**src/rtl/fetch_pkg.sv**
```systemverilog
// Shared definitions for the instruction fetch stage: FSM state encoding,
// the default reset PC and the MIPS instruction field slice positions.
package fetch_pkg;

   typedef enum logic {
      S_REQ  = 1'b0,   // request outstanding to instruction memory
      S_EXEC = 1'b1    // instr latched, decoder/datapath acting on it
   } state_t;

   localparam logic [31:0] DEFAULT_RESET_PC = 32'h0000_0000;

   localparam int OPC_HI = 31;
   localparam int OPC_LO = 26;
   localparam int IMM_W  = 16;
   localparam int JIDX_W = 26;

endpackage

```
**src/rtl/next_pc_logic.sv**
```systemverilog
// Combinational next-PC selection for the fetch stage.
// Ports:
//   pc, instr                 : current instruction address and word
//   BranchE, BranchNE, J, Jal : decoder control for the current instr
//   zero                      : ALU equality result
//   next_pc                   : jump target, taken-branch target or pc+4
//   link_addr                 : pc+4, the return address for jal
module next_pc_logic
   import fetch_pkg::*;
(
   input  logic [31:0] pc,
   input  logic [31:0] instr,
   input  logic        BranchE,
   input  logic        BranchNE,
   input  logic        J,
   input  logic        Jal,
   input  logic        zero,
   output logic [31:0] next_pc,
   output logic [31:0] link_addr
);

   logic [31:0] pc4;
   logic [31:0] imm_ext;
   logic [31:0] btarget;
   logic [31:0] jtarget;
   logic        taken;
   // opcode bits are the decoder's business, not ours
   logic        unused_opc;

   assign unused_opc = ^instr[OPC_HI:OPC_LO];

   assign pc4     = pc + 32'd4;
   assign imm_ext = {{(32-IMM_W){instr[IMM_W-1]}}, instr[IMM_W-1:0]};
   assign btarget = pc4 + (imm_ext << 2);
   // jump stays inside the 256MB region of the delay-slot address
   assign jtarget = {pc4[31:28], instr[JIDX_W-1:0], 2'b00};
   assign taken   = (BranchE & zero) | (BranchNE & ~zero);

   always_comb begin
      next_pc = pc4;
      if (J | Jal)
         next_pc = jtarget;
      else if (taken)
         next_pc = btarget;
   end

   assign link_addr = pc4;

endmodule

```
**src/rtl/instr_fetch.sv**
```systemverilog
// Fetch stage: holds the PC, fetches from instruction memory over a
// req/ack handshake, latches the instruction for the decoder and advances
// the PC from the decoder's branch/jump controls once the instruction
// leaves S_EXEC.
// Ports:
//   clk, rst_n                  : clock, async active-low reset
//   imem_req/addr/ack/rdata     : instruction memory handshake
//   instr, opcode, instr_valid  : latched instruction to the decoder
//   pc, link_addr               : current address and pc+4
//   stall                       : downstream hold while executing
//   BranchE/BranchNE/J/Jal/zero : next-PC controls for the current instr
//   retired                     : completed instruction count (wraps)
module instr_fetch
   import fetch_pkg::*;
#(
   parameter logic [31:0] RESET_PC = DEFAULT_RESET_PC,
   parameter int          ADDR_W   = 32
) (
   input  logic              clk,
   input  logic              rst_n,
   output logic              imem_req,
   output logic [ADDR_W-1:0] imem_addr,
   input  logic              imem_ack,
   input  logic [31:0]       imem_rdata,
   output logic [31:0]       instr,
   output logic [5:0]        opcode,
   output logic              instr_valid,
   output logic [ADDR_W-1:0] pc,
   output logic [ADDR_W-1:0] link_addr,
   input  logic              stall,
   input  logic              BranchE,
   input  logic              BranchNE,
   input  logic              J,
   input  logic              Jal,
   input  logic              zero,
   output logic [31:0]       retired
);

   state_t            state, state_n;
   logic [ADDR_W-1:0] pc_n;
   logic [31:0]       instr_n;
   logic [31:0]       retired_n;
   logic [ADDR_W-1:0] next_pc;

   next_pc_logic u_next_pc (
      .pc        (pc),
      .instr     (instr),
      .BranchE   (BranchE),
      .BranchNE  (BranchNE),
      .J         (J),
      .Jal       (Jal),
      .zero      (zero),
      .next_pc   (next_pc),
      .link_addr (link_addr)
   );

   always_comb begin
      state_n   = state;
      pc_n      = pc;
      instr_n   = instr;
      retired_n = retired;
      unique case (state)
         S_REQ: begin
            if (imem_ack) begin
               instr_n = imem_rdata;
               state_n = S_EXEC;
            end
         end
         S_EXEC: begin
            // ack here is ignored; only S_REQ accepts a returned word
            if (!stall) begin
               pc_n      = next_pc;
               retired_n = retired + 32'd1;
               state_n   = S_REQ;
            end
         end
      endcase
   end

   always_ff @(posedge clk or negedge rst_n) begin
      if (!rst_n) begin
         state   <= S_REQ;
         pc      <= RESET_PC;
         instr   <= '0;
         retired <= '0;
      end else begin
         state   <= state_n;
         pc      <= pc_n;
         instr   <= instr_n;
         retired <= retired_n;
      end
   end

   // state already sits in S_REQ during reset; gate req so memory sees
   // nothing until reset is released
   assign imem_req    = rst_n & (state == S_REQ);
   assign imem_addr   = pc;
   assign instr_valid = (state == S_EXEC);
   assign opcode      = instr[OPC_HI:OPC_LO];

endmodule

```
**config.mk**
```make
export PLATFORM = sky130hd
export DESIGN_NAME = instr_fetch
export DESIGN_NICKNAME = d
export VERILOG_FILES = /design/src/rtl/fetch_pkg.sv /design/src/rtl/next_pc_logic.sv /design/src/rtl/instr_fetch.sv
export SDC_FILE = /design/constraint.sdc
export NUM_CORES = 1
export LEC_CHECK = 0
export CORE_MARGIN = 5
export CORE_UTILIZATION = 48
export CTS_CLUSTER_SIZE = 16
export DETAILED_ROUTE_END_ITERATION = 6
export PLACE_DENSITY = 0.82
export SYNTH_ARGS = -nofsm -noshare
export SYNTH_HDL_FRONTEND = slang
export SYNTH_SLANG_ARGS = --single-unit
```
**constraint.sdc**
```tcl
create_clock -name clk -period 3.7 [get_ports clk]
set_clock_uncertainty 0.15 [all_clocks]
set_input_delay 0.74 -clock clk [delete_from_list [all_inputs] [get_ports clk]]
set_output_delay 0.74 -clock clk [all_outputs]
set_load 0.01 [all_outputs]
```
==> results of run 1 <==
-- sequential cells by signal (all words and copies together), names as in the netlist --
signal / flops
instr_valid: 1
instr: 32
imem_addr: 30
retired: 32
-- synthesized netlist by cell type, types with 3 or more instances --
library cell,count,area share
nor2_1,45,0.025
o311ai_0,3,0.0039
nor4_1,4,0.0037
nand4_1,13,0.012
o22ai_1,3,0.0028
o221a_2,3,0.0050
a22oi_1,5,0.0056
inv_1,6,0.0033
a21o_1,12,0.013
a21oi_1,41,0.030
and3_1,16,0.015
o21a_1,4,0.0045
nand3_1,25,0.019
o21bai_1,3,0.0033
buf_4,43,0.048
o211ai_1,7,0.0078
a211oi_1,12,0.013
clkbuf_1,20,0.011
buf_2,3,0.0022
o31ai_2,4,0.0074
xor2_1,28,0.036
xnor2_1,52,0.068
ha_1,37,0.069
and2_1,7,0.0065
mux2i_1,6,0.0089
dfrtp_1,95,0.35
nand2_1,83,0.046
mux2_2,33,0.055
o21ai_0,35,0.026
nor3_1,16,0.012
a31oi_1,5,0.0046
nor2b_1,7,0.0065
o21ai_1,11,0.0082
-- metrics by stage --
step                total power (W)  TNS, ps  hold WS, ps  setup slack (ps)  utilization
finish                      0.00686        0          323              80.5        0.678
global route                0.00730     -141          347             -62.5        0.678
CTS                         0.00672        0          328              10.6        0.668
detailed placement          0.00576        0          318              54.6        0.646
global placement            0.00570        0          312               202        0.646
floorplan                   0.00406        0          294              96.3            -
-- logic make-up after synthesis --
logic type / share of synthesized area
mux: 0.0640
simple gates: 0.171
flops: 0.353
xor+xnor: 0.106
fa+ha+maj: 0.0716
compound gates: 0.169
other cells: 0.000556
buf+inv: 0.0651
-- cell type report --
class                      instances  share of cell area
multi-input combinational        570               0.437
sequential                        95               0.254
timing repair buffer             249               0.253
clock buffer                      11              0.0259
tap                              180              0.0240
clock inverter                     5             0.00440
inverter                           6             0.00240
-- power breakdown --
| group | switching [W] | internal, W |
|---|---|---|
| Combinational | 0.00219 | 0.00216 |
| Clock | 0.000432 | 0.000481 |
| Sequential | 0.000329 | 0.00127 |
| Total | 0.00295 | 0.00391 |
-- worst min path at each step --
| stage | end | slack (ps) |
|---|---|---|
| 2_1_floorplan | imem_addr[10] | 290 |
| 3_3_place_gp | retired[31] | 310 |
| 3_5_place_dp | retired[31] | 320 |
| 4_1_cts | retired[31] | 330 |
| 5_1_grt | retired[31] | 350 |
| 6_report | instr[31] | 320 |
-- per-layer routing --
metal | vias up | routed length, µm | GRT usage
li1 | 2976 | - | -
met5 | - | 0 | 0
met3 | 39 | 1760 | 0.0494
met1 | 3110 | 8580 | 0.336
met2 | 295 | 10500 | 0.426
met4 | 0 | 487 | 0.0797
-- critical path, stage by stage, from the launching register on --
cell             delay (ps)
dfrtp_1                 360
ha_1                    230
nand4_1                 170
nor3_2                  190
buf_4                   180
nand2_1                  80
nor3_1                  210
xor2_1                  350
clkdlybuf4s50_1         620
-- what timing repair did --
item	4_1_cts	5_1_grt
setup endpoints to repair	5	29
endpoints found under the hold margin	0	0
setup buffers	0	3
gates resized for setup	4	31
pin swaps	1	11
hold buffers	0	0
==> flow_summary_export.csv, run 1 <==
group,metric,value,unit
yosys,synth.distinct_cells,67,
global_route,grt_max_degree,61,
placed_design,dpl_cell_area,8930,µm²
setup_path,reg2reg_depth,13,
setup_path,critical_path_required,2810,ps
drt,avgViaCountPerCell,5.75,
power_and_ir_drop,leakage,3.96,nW
timing,finalCritPeriodShare,0.978,
timing,slew_viol_final,0,
timing,layout_min_cycle_time,3620,ps
drt,firstDrtPassIters,5,
run,drv_cap,0,
yosys,syn-mean-instance-area,9.20,µm²
cts,clock-sinks,95,
setup_path,critical_path.endpoint,"link_addr[20]",
yosys,synthCells,733,
yosys,synthArstFlopShare,1.00,
drt,antenna_left,0,
setup_path,startpoint,"imem_addr[2]",
cts,cts_root_buf,"clkbuf_16",
die,rows,43,
cts,cts-buffers-inserted,9,
run_status,status,"finished clean",
power_and_ir_drop,irDropWorstVdd,0.000452,V
setup_path,start_kind,"flip-flop",
layout,most-common-layout-cells,"clkdlybuf4s50_1 (200), dfrtp_1 (93), nand2_1 (81)",
placed_design,finalWeightedCongestion,0.992,
layout,seqCellArea,2380,µm²
layout,synthToLayoutAreaGrowth,39.2,%
layout,final_common_cell,"clkdlybuf4s50_1",
die,die_h,129,µm
setup_path,reg2reg_slack,110,ps
yosys,synth_area,6740,µm²
yosys,synth-edff-count,0,
min_path,hp-class,"in -> async",
layout,fillCellCount,1070,
layout,diodes,0,
global_route,grt_antenna_before_repair,0,
yosys,yosysWarnings,0,
global_route,grtUsageTotal,0.255,
drt,dr_total_vias,6420,
layout,stdcell_count,1116,
global_route,grt_pass1_wl,33500,µm
yosys,ys_ff_latch,95,
die,dieArea,16500,µm²
placed_design,port_buffers,202,
die,ioPinCount,209,
drt,drc,0,
timing,maxSlewHeadroom,0.469,
global_route,grt_pass1_vias,6234,
global_route,grt_overflow,0,
cts,clock_latency,360,ps
cts,clock_path_buffers,2,
placed_design,dp_hpwl,16000,µm
layout,layout.nets,1010,
yosys,synth-seq-area-share,0.353,
yosys,synth_ff_type,"dfrtp_1",
setup_path,reg2reg_to,"imem_addr[28]",
cts,htree_levels,3,
setup_path,worstPathArrival,2730,ps
cts,clk_pin_slew,70,ps
timing,fmax,276,MHz
setup_path,critPathCaptureType,"output pin",
drt,wirelength,21400,µm
die,coreArea,13800,µm²
drt,drt-wirelength-per-cell,19.1,µm
timing,worst_pin_slew,797,ps
setup_path,timing.rr.start,"imem_addr[2]",
timing,hold_violations,0,
layout,multiInputGateArea,4100,µm²
drt,first_iter_violations,537,
setup_path,crit_type,"reg -> out",
timing,setup_viol_count_final,0,
setup_path,cp_max_fo,5,
timing,rsz0062_at_grt,"yes",
layout,drive_gt1_frac,0.161,
die,die_width,129,µm
power_and_ir_drop,p_per_area,732,nW/µm²
cts,cts_tree,"yes",
layout,final_design_area_no_fill,9380,µm²
placed_design,place_inst,1097,
die,initial_core_util,0.488,
(Power assumes the default switching activity.)
==> run 2, diff against run 1 <==
Settings changed: CORE_MARGIN 5 to 1.
==> flow_summary_export.csv, run 2 (synthesis gave the netlist of run 1 again) <==
group,metric,value,unit
layout,stdcell_count,1119,
cts,clk_pin_slew,70,ps
die,die_width,121,µm
die,ioPinCount,209,
placed_design,place_inst,1098,
layout,fillCellCount,1066,
timing,fin_hold_ws,308,ps
setup_path,reg2reg_to,"imem_addr[27]",
setup_path,reg2reg_slack,80,ps
setup_path,start_kind,"flip-flop",
drt,avgViaCountPerCell,5.81,
drt,first_iter_violations,535,
placed_design,finalWeightedCongestion,0.955,
run_status,status,"finished clean",
setup_path,cpMaxStageDelayCell,"clkdlybuf4s50_1",
layout,layout.nets,1017,
timing,slew_viol_final,0,
global_route,grtUsageTotal,0.293,
cts,cts_root_buf,"clkbuf_16",
setup_path,worstPathArrival,2770,ps
setup_path,reg2reg_depth,16,
drt,dr_total_vias,6504,
layout,most-common-layout-cells,"clkdlybuf4s50_1 (201), dfrtp_1 (89), nand2_1 (80)",
global_route,grt_antenna_before_repair,0,
setup_path,cp_num_buf_inv,1,
timing,fmax,273,MHz
power_and_ir_drop,irDropWorstVdd,0.000424,V
setup_path,critPathCaptureType,"output pin",
die,die_h,121,µm
setup_path,crit_type,"reg -> out",
setup_path,startpoint,"imem_addr[3]",
setup_path,cp_cell_sequence,"ha_2 > nand4_1 > nor3_4 > and2_2 > and2_1 > nand3_2 > xnor2_2 > clkdlybuf4s50_1",
cts,htree_levels,3,
drt,drc,0,
setup_path,critical_path_required,2810,ps
setup_path,timing.rr.start,"imem_addr[2]",
global_route,grt_pass1_wl,33000,µm
run,drv_cap,0,
die,initial_core_util,0.501,
timing,finalCritPeriodShare,0.989,
die,coreArea,13500,µm²
setup_path,cp_max_fo,5,
timing,worst_pin_slew,855,ps
drt,drt-wirelength-per-cell,18.8,µm
power_and_ir_drop,p_per_area,738,nW/µm²
min_path,hp-class,"in -> async",
die,dieArea,14500,µm²
setup_path,critical_path.max_stage_delay,570,ps
global_route,grt_max_degree,65,
placed_design,port_buffers,202,
global_route,grt_pass1_vias,6421,
layout,diodes,0,
layout,synthToLayoutAreaGrowth,40.9,%
cts,clock_path_buffers,2,
power_and_ir_drop,leakage,4.00,nW
timing,hold_violations,0,
drt,antenna_left,0,
timing,maxSlewHeadroom,0.430,
timing,layout_min_cycle_time,3660,ps
drt,wirelength,21100,µm
global_route,grt_overflow,0,
layout,final_common_cell,"clkdlybuf4s50_1",
setup_path,cp_top_family,"simple AND/OR/NAND/NOR gates",
cts,clock-sinks,95,
drt,firstDrtPassIters,7,
timing,rsz0062_at_grt,"yes",
placed_design,dp_hpwl,15400,µm
die,rows,42,
cts,clock_latency,350,ps
cts,cts_tree,"yes",
setup_path,critical_path_depth,8,
cts,cts-buffers-inserted,9,
timing,setup_viol_count_final,0,
layout,drive_gt1_frac,0.175,
run 2: cell type report:
class                   count  area, µm²  share of cell area
well taps                 176        220              0.0232
flip-flops and latches     95       2380               0.251
repair buffers            256       2430               0.256
clock inverters             4       55.1             0.00580
inverters                   6       22.5             0.00237
clock buffers              12        236              0.0249
multi-input cells         570       4150               0.437
run 2: worst max path at each step:
stage          slack, ps            end
6_report              40  link_addr[30]
5_1_grt              -90  imem_addr[27]
4_1_cts               20  link_addr[30]
3_5_place_dp         -10  imem_addr[27]
3_3_place_gp         130  imem_addr[27]
2_1_floorplan        100  imem_addr[23]
run 2: worst reg2reg max path, cell delays in order, from the launching register on:
cell,delay [ps]
dfrtp_1,400
buf_4,170
nand2_2,120
nor2_2,70
and3_1,200
and3_1,210
xor2_2,160
ha_1,380
nand2_2,130
o31ai_4,280
nor3_1,90
buf_4,150
a211oi_2,290
nor2_2,100
a31o_1,210
o311ai_2,260
a2bb2oi_1,180
run 2: per-stage QoR:
stage | setup WS (ps) | TNS (ps) | instance area (µm²) | total power, W | util
4_1_cts | 19.1 | 0 | 9300 | 0.00678 | 0.691
3_5_place_dp | -14.8 | -14.8 | 8960 | 0.00578 | 0.666
2_1_floorplan | 96.3 | 0 | 6760 | 0.00406 | -
6_report | 40.9 | 0 | 9500 | 0.00700 | 0.706
5_1_grt | -85.4 | -251 | 9500 | 0.00744 | 0.706
3_3_place_gp | 126 | 0 | 8960 | 0.00572 | 0.666
run 2: metal layers:
metal | routed length [µm] | share of wire | vias to the layer above | global-route usage
li1 | - | - | 2998 | -
met1 | 8550 | 0.41 | 3148 | 0.376
met2 | 10200 | 0.48 | 309 | 0.480
met3 | 1700 | 0.081 | 49 | 0.0594
met4 | 663 | 0.031 | 0 | 0.124
met5 | 0 | 0 | - | 0
run 2: power breakdown:
part	switching (W)	leakage, nW	internal (W)
clock	0.000411	0.137	0.000529
combinational	0.00223	2.69	0.00221
sequential	0.000357	1.17	0.00127
run 2: what timing repair did:
| action | in CTS | in global routing |
|---|---|---|
| endpoints found under the setup margin | 14 | 21 |
| gates resized for setup | 7 | 41 |
| hold endpoints to repair | 0 | 0 |
| hold buffers | 0 | 0 |
| buffers inserted | 2 | 3 |
| gates cloned | 0 | 0 |
| pin swaps | 2 | 17 |
==> run 3, diff against run 2 <==
Settings changed: CORE_UTILIZATION 48 to 40, PLACE_DENSITY 0.82 to 0.7.
==> flow_summary_export.csv, run 3 (synthesis gave the netlist of run 1 again) <==
group,metric,value,unit
placed_design,post-place-ws,-9.79,ps
global_route,grt_pass1_wl,32800,µm
setup_path,start_kind,"flip-flop",
placed_design,dp_hpwl,15900,µm
placed_design,port_buffers,202,
cts,clock-sinks,95,
power_and_ir_drop,p_per_area,725,nW/µm²
timing,setup_ws,113,ps
setup_path,worstPathArrival,2700,ps
die,coreArea,16500,µm²
cts,ctsHoldBuffers,0,
drt,drc,0,
timing,finalCritPeriodShare,0.970,
layout,synthToLayoutAreaGrowth,42.5,%
timing,rsz0062_at_grt,"yes",
setup_path,cpMaxStageDelayCell,"clkdlybuf4s50_1",
die,die_width,132,µm
timing,worst_pin_slew,767,ps
setup_path,reg2reg_slack,130,ps
global_route,grt_pass1_vias,6148,
global_route,grt_max_degree,53,
drt,firstDrtPassIters,5,
global_route,grtUsageTotal,0.239,
drt,dr_total_vias,6306,
timing,setup_viol_count_final,0,
timing,maxSlewHeadroom,0.489,
die,initial_core_util,0.408,
drt,first_iter_violations,304,
die,rows,47,
setup_path,critical_path_depth,10,
drt,drt-wirelength-per-cell,17.7,µm
layout,most-common-layout-cells,"clkdlybuf4s50_1 (199), dfrtp_1 (93), nand2_1 (82)",
layout,drive_gt1_frac,0.177,
cts,clock_latency,350,ps
setup_path,crit_type,"reg -> out",
cts,clock_path_buffers,2,
cts,htree_levels,3,
die,ioPinCount,209,
timing,setup_tns,0,ps
drt,avgViaCountPerCell,5.36,
setup_path,reg2reg_depth,15,
timing,fmax,279,MHz
timing,slew_viol_final,0,
placed_design,finalWeightedCongestion,0.954,
run,drv_cap,0,
setup_path,crit_top_cell,"buf_4",
cts,cts_tree,"yes",
timing,layout_min_cycle_time,3590,ps
setup_path,timing.rr.start,"imem_addr[6]",
setup_path,critPathCaptureType,"output pin",
setup_path,critical_path_required,2810,ps
setup_path,critical_path.max_stage_delay,530,ps
layout,diodes,0,
cts,clk_pin_slew,70,ps
power_and_ir_drop,irDropWorstVdd,0.000335,V
setup_path,cp_num_buf_inv,5,
layout,postLayoutCoreUtil,0.581,
global_route,grt_overflow,0,
global_route,grt_antenna_before_repair,0,
run_status,status,"finished clean",
timing,hold_violations,0,
drt,wirelength,20800,µm
die,die_h,132,µm
layout,layout.nets,1030,
power_and_ir_drop,leakage,4.05,nW
setup_path,cp_max_fo,5,
cts,cts-buffers-inserted,9,
setup_path,reg2reg_to,"imem_addr[27]",
setup_path,cp_top_family,"buffers and inverters",
min_path,hp-class,"in -> async",
power_and_ir_drop,p_total,0.00696,W
cts,cts_root_buf,"clkbuf_16",
setup_path,cp_cell_sequence,"nand3_1 > nor4_2 > buf_4 > nand2_1 > nor2_2 > xor2_2 > buf_4 > buf_4 > buf_4 > clkdlybuf4s50_1",
drt,antenna_left,0,
die,dieArea,17400,µm²
layout,final_common_cell,"clkdlybuf4s50_1",
run 3: cell count changes in the layout (fill, tap and decap cells not counted), moves of 3 or more:
cell,change
o31ai_4,-3
xnor2_1,-3
dfrtp_2,-4
ha_2,-3
dfrtp_1,+4
buf_4,+13
xnor2_2,+4
o31ai_2,+3
run 3: worst max-delay path by stage:
stage | from | end | slack [ps]
after floorplan | imem_addr[2] | imem_addr[23] | 100
after detailed placement | imem_addr[6] | imem_addr[30] | -10
after global placement | imem_addr[6] | imem_addr[30] | 30
after CTS | imem_addr[6] | link_addr[23] | 10
after global routing | imem_addr[2] | imem_addr[27] | -110
final | imem_addr[6] | link_addr[19] | 110
run 3: where the power goes:
part / total (W) / internal (W) / leakage (nW) / switching [W]
registers: 0.00159 / 0.00127 / 1.18 / 0.000326
clock network: 0.000910 / 0.000466 / 0.128 / 0.000444
logic: 0.00446 / 0.00228 / 2.75 / 0.00218
total: 0.00696 / 0.00401 / 4.05 / 0.00295
run 3: through the flow:
| stage | hold WS, ps | instances | area (µm²) |
|---|---|---|---|
| floorplan | 294 | 738 | 6760 |
| global placement | 312 | 1153 | 9110 |
| detailed placement | 316 | 1153 | 9110 |
| CTS | 331 | 1169 | 9430 |
| global route | 343 | 1176 | 9610 |
| finish | 320 | 1176 | 9610 |
run 3: worst register-to-register path, cell delays in order, from the launching register on:
cell and delay [ps]:
dfrtp_2 390, nand3_1 150, nor4_2 330, buf_4 180, and2_1 150, nand3_1 100, xnor2_1 150, ha_1 390
o211ai_1 110, o21ai_1 230, nand4_1 170, a211oi_2 250, nor2_1 110, a31o_1 250, o311ai_2 210, a2bb2oi_1 180
run 3: cell type report:
type / instances / area (µm²)
Tap cell: 220 / 275
Sequential cell: 95 / 2380
Clock buffer: 10 / 229
Clock inverter: 6 / 56.3
Inverter: 6 / 22.5
Timing Repair Buffer: 269 / 2540
Multi-Input combinational cell: 570 / 4100
Fill cell: 1448 / 6920
run 3: per-layer routing:
layer,track usage,part of all wire
met5,0,0
met4,0.0801,0.022
met3,0.0369,0.046
met2,0.397,0.48
met1,0.318,0.45
run 3: what timing repair did:
item	4_1_cts	5_1_grt
buffers inserted	0	7
gates resized for setup	6	29
endpoints found under the hold margin	0	0
setup endpoints to repair	9	23
pin swaps	0	5
